[src/rtl/cdb_writeback_arbiter_if.sv]
// Bundle between functional-unit result sources and the CDB writeback arbiter,
// plus the registered CDB beat consumed by the reorder buffer and issue queue.
interface cdb_writeback_arbiter_if #(
    parameter int NUM_SRC   = 3,
    parameter int ROB_IDX_W = 6,
    parameter int PREG_W    = 6,
    parameter int DATA_W    = 32
);
    localparam int SEL_W = $clog2(NUM_SRC);

    // Handshake: source i transfers when src_valid[i] & src_ready[i] at a rising
    // edge; while src_valid[i] is high and src_ready[i] low the source holds its
    // payload stable. The CDB side has no ready: wb_valid is a one-cycle beat.
    logic [NUM_SRC-1:0]           src_valid;
    logic [NUM_SRC-1:0]           src_ready;
    logic [NUM_SRC*ROB_IDX_W-1:0] src_rob_idx;
    logic [NUM_SRC*PREG_W-1:0]    src_phys_rd;
    logic [NUM_SRC*DATA_W-1:0]    src_value;

    logic                         wb_valid;
    logic [ROB_IDX_W-1:0]         wb_rob_idx;
    logic [DATA_W-1:0]            wb_value;
    logic [PREG_W-1:0]            fwd_rd;
    logic [DATA_W-1:0]            fwd_rd_val;
    logic [SEL_W-1:0]             grant_src;

    modport master (
        input  src_valid, src_rob_idx, src_phys_rd, src_value,
        output src_ready, wb_valid, wb_rob_idx, wb_value, fwd_rd, fwd_rd_val, grant_src
    );

    modport slave (
        output src_valid, src_rob_idx, src_phys_rd, src_value,
        input  src_ready, wb_valid, wb_rob_idx, wb_value, fwd_rd, fwd_rd_val, grant_src
    );
endinterface

[src/rtl/cdb_writeback_arbiter.sv]
// Round-robin writeback arbiter: one-entry buffer per functional unit, one
// registered CDB beat per cycle towards the reorder buffer and issue queue.
module cdb_writeback_arbiter #(
    parameter int NUM_SRC   = 3,
    parameter int ROB_IDX_W = 6,
    parameter int PREG_W    = 6,
    parameter int DATA_W    = 32
) (
    input  logic clk,
    input  logic reset_n,
    input  logic flush,
    cdb_writeback_arbiter_if.master bus
);
    localparam int SEL_W = $clog2(NUM_SRC);
    localparam logic [SEL_W:0]   NUM_SRC_E = (SEL_W+1)'(NUM_SRC);
    localparam logic [SEL_W-1:0] LAST_SRC  = SEL_W'(NUM_SRC - 1);

    logic [NUM_SRC-1:0]   hold_valid_q, hold_valid_d;
    logic [ROB_IDX_W-1:0] hold_rob_q [NUM_SRC];
    logic [ROB_IDX_W-1:0] hold_rob_d [NUM_SRC];
    logic [PREG_W-1:0]    hold_prd_q [NUM_SRC];
    logic [PREG_W-1:0]    hold_prd_d [NUM_SRC];
    logic [DATA_W-1:0]    hold_val_q [NUM_SRC];
    logic [DATA_W-1:0]    hold_val_d [NUM_SRC];
    logic [SEL_W-1:0]     rr_ptr_q, rr_ptr_d;

    logic                 wb_valid_q, wb_valid_d;
    logic [ROB_IDX_W-1:0] wb_rob_idx_q, wb_rob_idx_d;
    logic [DATA_W-1:0]    wb_value_q, wb_value_d;
    logic [PREG_W-1:0]    fwd_rd_q, fwd_rd_d;
    logic [DATA_W-1:0]    fwd_rd_val_q, fwd_rd_val_d;
    logic [SEL_W-1:0]     grant_src_q, grant_src_d;

    logic [NUM_SRC-1:0]   grant, src_ready, accept;
    logic                 win_found;
    logic [SEL_W-1:0]     win_idx, cand;
    logic [SEL_W:0]       cand_sum;

    // First occupied buffer at or after rr_ptr, wrapping modulo NUM_SRC.
    always_comb begin
        grant     = '0;
        win_found = 1'b0;
        win_idx   = '0;
        cand_sum  = '0;
        cand      = '0;
        for (int off = 0; off < NUM_SRC; off++) begin
            cand_sum = {1'b0, rr_ptr_q} + (SEL_W+1)'(off);
            if (cand_sum >= NUM_SRC_E) cand_sum = cand_sum - NUM_SRC_E;
            cand = cand_sum[SEL_W-1:0];
            if (!win_found && hold_valid_q[cand]) begin
                win_found = 1'b1;
                win_idx   = cand;
            end
        end
        if (win_found) grant[win_idx] = 1'b1;
    end

    always_comb begin
        hold_valid_d = hold_valid_q & ~grant;
        hold_rob_d   = hold_rob_q;
        hold_prd_d   = hold_prd_q;
        hold_val_d   = hold_val_q;
        rr_ptr_d     = rr_ptr_q;
        wb_valid_d   = 1'b0;
        wb_rob_idx_d = wb_rob_idx_q;
        wb_value_d   = wb_value_q;
        fwd_rd_d     = '1;
        fwd_rd_val_d = fwd_rd_val_q;
        grant_src_d  = grant_src_q;
        for (int i = 0; i < NUM_SRC; i++) begin
            src_ready[i] = !hold_valid_q[i] || grant[i];
            accept[i]    = bus.src_valid[i] && src_ready[i] && !flush;
            if (accept[i]) begin
                hold_valid_d[i] = 1'b1;
                hold_rob_d[i]   = bus.src_rob_idx[i*ROB_IDX_W +: ROB_IDX_W];
                hold_prd_d[i]   = bus.src_phys_rd[i*PREG_W +: PREG_W];
                hold_val_d[i]   = bus.src_value[i*DATA_W +: DATA_W];
            end
        end
        if (win_found && !flush) begin
            rr_ptr_d     = (win_idx == LAST_SRC) ? '0 : win_idx + SEL_W'(1);
            wb_valid_d   = 1'b1;
            wb_rob_idx_d = hold_rob_q[win_idx];
            wb_value_d   = hold_val_q[win_idx];
            fwd_rd_d     = hold_prd_q[win_idx];
            fwd_rd_val_d = hold_val_q[win_idx];
            grant_src_d  = win_idx;
        end
        // A flush drops every buffered result, including the one that would win now.
        if (flush) hold_valid_d = '0;
    end

    always_ff @(posedge clk or negedge reset_n) begin
        if (!reset_n) begin
            hold_valid_q <= '0;
            for (int i = 0; i < NUM_SRC; i++) begin
                hold_rob_q[i] <= '0;
                hold_prd_q[i] <= '0;
                hold_val_q[i] <= '0;
            end
            rr_ptr_q     <= '0;
            wb_valid_q   <= 1'b0;
            wb_rob_idx_q <= '0;
            wb_value_q   <= '0;
            fwd_rd_q     <= '1;
            fwd_rd_val_q <= '0;
            grant_src_q  <= '0;
        end else begin
            hold_valid_q <= hold_valid_d;
            hold_rob_q   <= hold_rob_d;
            hold_prd_q   <= hold_prd_d;
            hold_val_q   <= hold_val_d;
            rr_ptr_q     <= rr_ptr_d;
            wb_valid_q   <= wb_valid_d;
            wb_rob_idx_q <= wb_rob_idx_d;
            wb_value_q   <= wb_value_d;
            fwd_rd_q     <= fwd_rd_d;
            fwd_rd_val_q <= fwd_rd_val_d;
            grant_src_q  <= grant_src_d;
        end
    end

    assign bus.src_ready  = src_ready;
    assign bus.wb_valid   = wb_valid_q;
    assign bus.wb_rob_idx = wb_rob_idx_q;
    assign bus.wb_value   = wb_value_q;
    assign bus.fwd_rd     = fwd_rd_q;
    assign bus.fwd_rd_val = fwd_rd_val_q;
    assign bus.grant_src  = grant_src_q;

    a_one_grant: assert property (@(posedge clk) disable iff (!reset_n) $onehot0(grant));
    a_flush_quiet: assert property (@(posedge clk) disable iff (!reset_n) flush |=> !wb_valid_q);
endmodule

[src/flat_wrapper.sv]
// flat-port wrapper written by rule: the top's interface ports become plain ports
module cdb_writeback_arbiter_flat 
#(
    parameter int NUM_SRC   = 3,
    parameter int ROB_IDX_W = 6,
    parameter int PREG_W    = 6,
    parameter int DATA_W    = 32
)
  (clk, reset_n, flush, bus_src_valid, bus_src_rob_idx, bus_src_phys_rd, bus_src_value, bus_src_ready, bus_wb_valid, bus_wb_rob_idx, bus_wb_value, bus_fwd_rd, bus_fwd_rd_val, bus_grant_src);
  cdb_writeback_arbiter_if #(.NUM_SRC(NUM_SRC), .ROB_IDX_W(ROB_IDX_W), .PREG_W(PREG_W), .DATA_W(DATA_W)) bus_i ();
  input  logic clk;
  input  logic reset_n;
  input  logic flush;
  input wire logic [$bits(bus_i.src_valid)-1:0] bus_src_valid;
  input wire logic [$bits(bus_i.src_rob_idx)-1:0] bus_src_rob_idx;
  input wire logic [$bits(bus_i.src_phys_rd)-1:0] bus_src_phys_rd;
  input wire logic [$bits(bus_i.src_value)-1:0] bus_src_value;
  output wire logic [$bits(bus_i.src_ready)-1:0] bus_src_ready;
  output wire logic [$bits(bus_i.wb_valid)-1:0] bus_wb_valid;
  output wire logic [$bits(bus_i.wb_rob_idx)-1:0] bus_wb_rob_idx;
  output wire logic [$bits(bus_i.wb_value)-1:0] bus_wb_value;
  output wire logic [$bits(bus_i.fwd_rd)-1:0] bus_fwd_rd;
  output wire logic [$bits(bus_i.fwd_rd_val)-1:0] bus_fwd_rd_val;
  output wire logic [$bits(bus_i.grant_src)-1:0] bus_grant_src;
  assign bus_i.src_valid = bus_src_valid;
  assign bus_i.src_rob_idx = bus_src_rob_idx;
  assign bus_i.src_phys_rd = bus_src_phys_rd;
  assign bus_i.src_value = bus_src_value;
  assign bus_src_ready = bus_i.src_ready;
  assign bus_wb_valid = bus_i.wb_valid;
  assign bus_wb_rob_idx = bus_i.wb_rob_idx;
  assign bus_wb_value = bus_i.wb_value;
  assign bus_fwd_rd = bus_i.fwd_rd;
  assign bus_fwd_rd_val = bus_i.fwd_rd_val;
  assign bus_grant_src = bus_i.grant_src;
  cdb_writeback_arbiter #(.NUM_SRC(NUM_SRC), .ROB_IDX_W(ROB_IDX_W), .PREG_W(PREG_W), .DATA_W(DATA_W)) u_core (.clk(clk), .reset_n(reset_n), .flush(flush), .bus(bus_i));
endmodule
[config.mk]
export PLATFORM = sky130hd
export DESIGN_NAME = cdb_writeback_arbiter_flat
export DESIGN_NICKNAME = d
export VERILOG_FILES = /design/src/rtl/cdb_writeback_arbiter_if.sv /design/src/rtl/cdb_writeback_arbiter.sv /design/src/flat_wrapper.sv
export SDC_FILE = /design/constraint.sdc
export NUM_CORES = 1
export LEC_CHECK = 0
export BUFFER_PORTS_ARGS = -buffer_cell sky130_fd_sc_hd__buf_2
export CORE_UTILIZATION = 40
export CTS_CLUSTER_DIAMETER = 80
export DETAILED_ROUTE_END_ITERATION = 10
export GPL_TIMING_DRIVEN = 0
export MAX_ROUTING_LAYER = met4
export PLACE_DENSITY = 0.65
export SETUP_SLACK_MARGIN = 0.1
export SYNTH_ARGS = -nofsm -noshare
export SYNTH_HDL_FRONTEND = slang
export SYNTH_SLANG_ARGS = --single-unit
[constraint.sdc]
create_clock -name clk -period 2.2 [get_ports clk]
set_input_delay 0.11 -clock clk [delete_from_list [all_inputs] [get_ports clk]]
set_output_delay 0.11 -clock clk [all_outputs]
set_load 0.02 [all_outputs]
==> flow_summary.yaml <==
status:
  status: "finished with violations"
  violations: "setup timing"
route:
  drcViolationCount: 0
  wl_mm: 36.5
  firstDrtPassIters: 6
  wl_per_cell_microns: 22.5
  vias: 9651
  drtAntennaViolNets: 0
  first_iter_violations: 813
  vias_per_cell: 5.96
cts:
  clock_sinks: 184
  cts_root_buf: "clkbuf_16"
  htree_levels: 4
  cts_buffers: 17
  cts_buffer_depth: 2
  insertion_delay_ns: 0.45
  clk_pin_slew_ns: 0.08
  tritoncts: "yes"
yosys:
  ys.flop_type: "dfrtp_1"
  synth-edff-count: 0
  synth_area_sq_mm: 0.00930
  avgSynthCellArea_sq_um: 10.6
  synth_cells: 881
  ys_types: 39
  synth_top_family_by_area: "compound AO/OA/AOI/OAI gates"
  synth_simple_gate_area_frac: 0.141
  async_flop_share: 1.00
  synth_compound_area_frac: 0.184
  ys_seq_area_frac: 0.496
  syn_nets: 1023
  synth_fa_ha_area_frac: 0.00538
  yosysWarnings: 0
  ys_ff_latch: 184
  synthMuxAreaShare: 0.109
  synthXorXnorAreaFrac: 0
timing:
  timing.final.crit_share: 1.19
  clock_skew_ns: 0.0135
  setup_violations: 186
  slew_viol_final: 0
  rsz0062_at_grt: "yes"
  whs_ns: 0.0868
  post-route-min-period_ns: 2.63
  hold_viol_final: 0
  fin_ws_ns: -0.427
  tightest_slew_ns: 1.22
  slew_headroom: 0.189
  fmax_mhz: 381
min_path:
  hp-class: "input port to flop"
floorplan:
  die_h_microns: 154
  die_w_microns: 154
  die_area_sq_mm: 0.0239
  num_rows: 55
  ios: 220
  core-area_sq_mm: 0.0227
  start_util: 0.409
job:
  cap_violations: 0
worst_setup_path:
  end_kind: "output port"
  cp_max_fo: 6
  crit_type: "flop to output port"
  startpoint_type: "flop"
  worstPathArrival_ns: 2.52
  crit_required_ns: 2.09
pwr:
  pwr-share-clk: 0.117
  switching_power_mw: 12.7
  switching_share: 0.460
  power_density_mw_per_mm2: 1750
  p_int_mw: 14.9
  p_leak_nw: 6.35
  worst_ir_drop_vdd_mv: 0.963
  pwr-share-seq: 0.224
  power_frac_comb: 0.660
place:
  place_inst: 1385
  place.detailed.hpwl_mm: 20.0
  io_buffer_count: 218
  post-place-ws_ns: -0.590
  gp_congestion: 0.863
global_route:
  grt_overflow: 0
  grt_pass1_vias: 9422
  grt_max_degree: 101
  antenna_found_initial: 2
  grtUsageTotal: 0.290
  grt_pass1_wl_mm: 51.6
finish:
  postLayoutCoreUtil: 0.692
  fin_nets: 1462
  area_growth_pct: 69.1
  layout.cells.non_filler: 1620
  final_cell_mix: "buf_2 (218), dfrtp_1 (177), dlygate4sd3_1 (136)"
  final_common_cell: "buf_2"
  drive_gt1_frac: 0.486
[critical path, stage by stage, from the launching register on]
cell and delay (ns):
dfrtp_1 0.41, inv_2 0.11, ha_4 0.23, nand3b_1 0.23, o221a_4 0.19, a211oi_4 0.37, nand2_4 0.11, buf_8 0.16
o21ai_4 0.13, buf_6 0.14
[state kept, by name, summed over array words and instances (netlist names)]
name and flops:
u_core.bus.wb_valid 1, u_core.hold_prd_q 18, u_core.bus.fwd_rd 6, u_core.bus.wb_value 32, u_core.hold_val_q 96, u_core.hold_valid_q 3, u_core.bus.wb_rob_idx 6, u_core.rr_ptr_q 2
u_core.bus.grant_src 2, u_core.hold_rob_q 18
[cell usage after synthesis (4+ instances only)]
master | n | area, sq um
nor3b_1 | 44 | 330
o21ai_0 | 46 | 230
dfstp_2 | 6 | 158
a31oi_1 | 38 | 238
nand3_1 | 51 | 255
mux2_1 | 40 | 450
mux2_2 | 49 | 552
clkbuf_1 | 70 | 263
dfrtp_1 | 178 | 4450
buf_2 | 16 | 80.1
nand2_1 | 49 | 184
and2_1 | 45 | 282
nor2_1 | 43 | 161
o311ai_1 | 39 | 342
o311ai_0 | 5 | 43.8
a22oi_1 | 44 | 330
a221oi_1 | 44 | 385
ha_1 | 4 | 50.1
a21oi_1 | 7 | 35.0
buf_4 | 32 | 240
nand2b_1 | 7 | 43.8
[path summary, 6_finish.rpt]
path,start,end,slack [ns],depth (start not counted)
max,u_core.rr_ptr_q[0]$_DFFE_PN0P_,bus_src_ready[0],-0.43,9
min,bus_src_valid[0],u_core.hold_valid_q[0]$_DFF_PN0_,0.09,3
max reg2reg,u_core.rr_ptr_q[0]$_DFFE_PN0P_,u_core.hold_val_q[62]$_DFFE_PN0P_,-0.42,10
min reg2reg,u_core.hold_val_q[39]$_DFFE_PN0P_,u_core.hold_val_q[39]$_DFFE_PN0P_,0.52,1
max in group asynchronous,reset_n,u_core.hold_val_q[73]$_DFFE_PN0P_,1.03,3
min in group asynchronous,reset_n,u_core.bus.wb_valid$_DFF_PN0_,0.23,2
[kinds of logic after synthesis]
group                      count (synthesis)
adders and majority gates                  4
DFF                                      184
and+or+nand+nor                          247
muxes                                     90
buffers and inverters                    122
AOI/OAI and AO/OA                        234
[cell type report]
class                      instances  area [sq um]
fill                            1580          6990
multi-input combinational        575          5540
sequential                       184          4610
timing repair buffer             422          3430
buffer                           118          1160
clock buffer                      18           439
tap                              285           357
clock inverter                    14           158
inverter                           2          7.51
antenna                            2          5.00
[routing by layer]
metal | global-route usage | vias to the layer above | part of all wire
met5 | - | - | 0
met4 | 0.124 | 0 | 0.042
met3 | 0.0513 | 137 | 0.066
met2 | 0.461 | 521 | 0.49
met1 | 0.364 | 4830 | 0.41
li1 | - | 4163 | -
[power by group through the flow]
stage | clock network, mW | registers [mW] | logic [mW]
3_5_place_dp | 0 | 5.93 | 10.3
2_1_floorplan | 0 | 6.13 | 6.65
6_report | 3.21 | 6.16 | 18.2
4_1_cts | 3.20 | 5.99 | 14.5
3_3_place_gp | 0 | 5.89 | 10.1
5_1_grt | 3.37 | 6.29 | 18.9
[repair_timing]
| action | CTS | global route |
|---|---|---|
| pin swaps | 107 | 72 |
| endpoints found under the hold margin | 213 | 0 |
| setup buffers | 37 | 13 |
| gates cloned | 10 | 7 |
| resized for setup | 268 | 192 |
| setup endpoints to repair | 187 | 187 |
| hold buffers | 136 | 0 |
[metrics by stage]
step	cell area (sq um)	total power, mW	TNS [ns]
2_1_floorplan	9460	12.8	0
3_3_place_gp	10900	16.0	-450.09
3_5_place_dp	10900	16.2	-66.23
4_1_cts	14500	23.7	-27.66
5_1_grt	15700	28.6	-57.47
6_report	15700	27.5	-54.73
(Power assumes the default switching activity.)
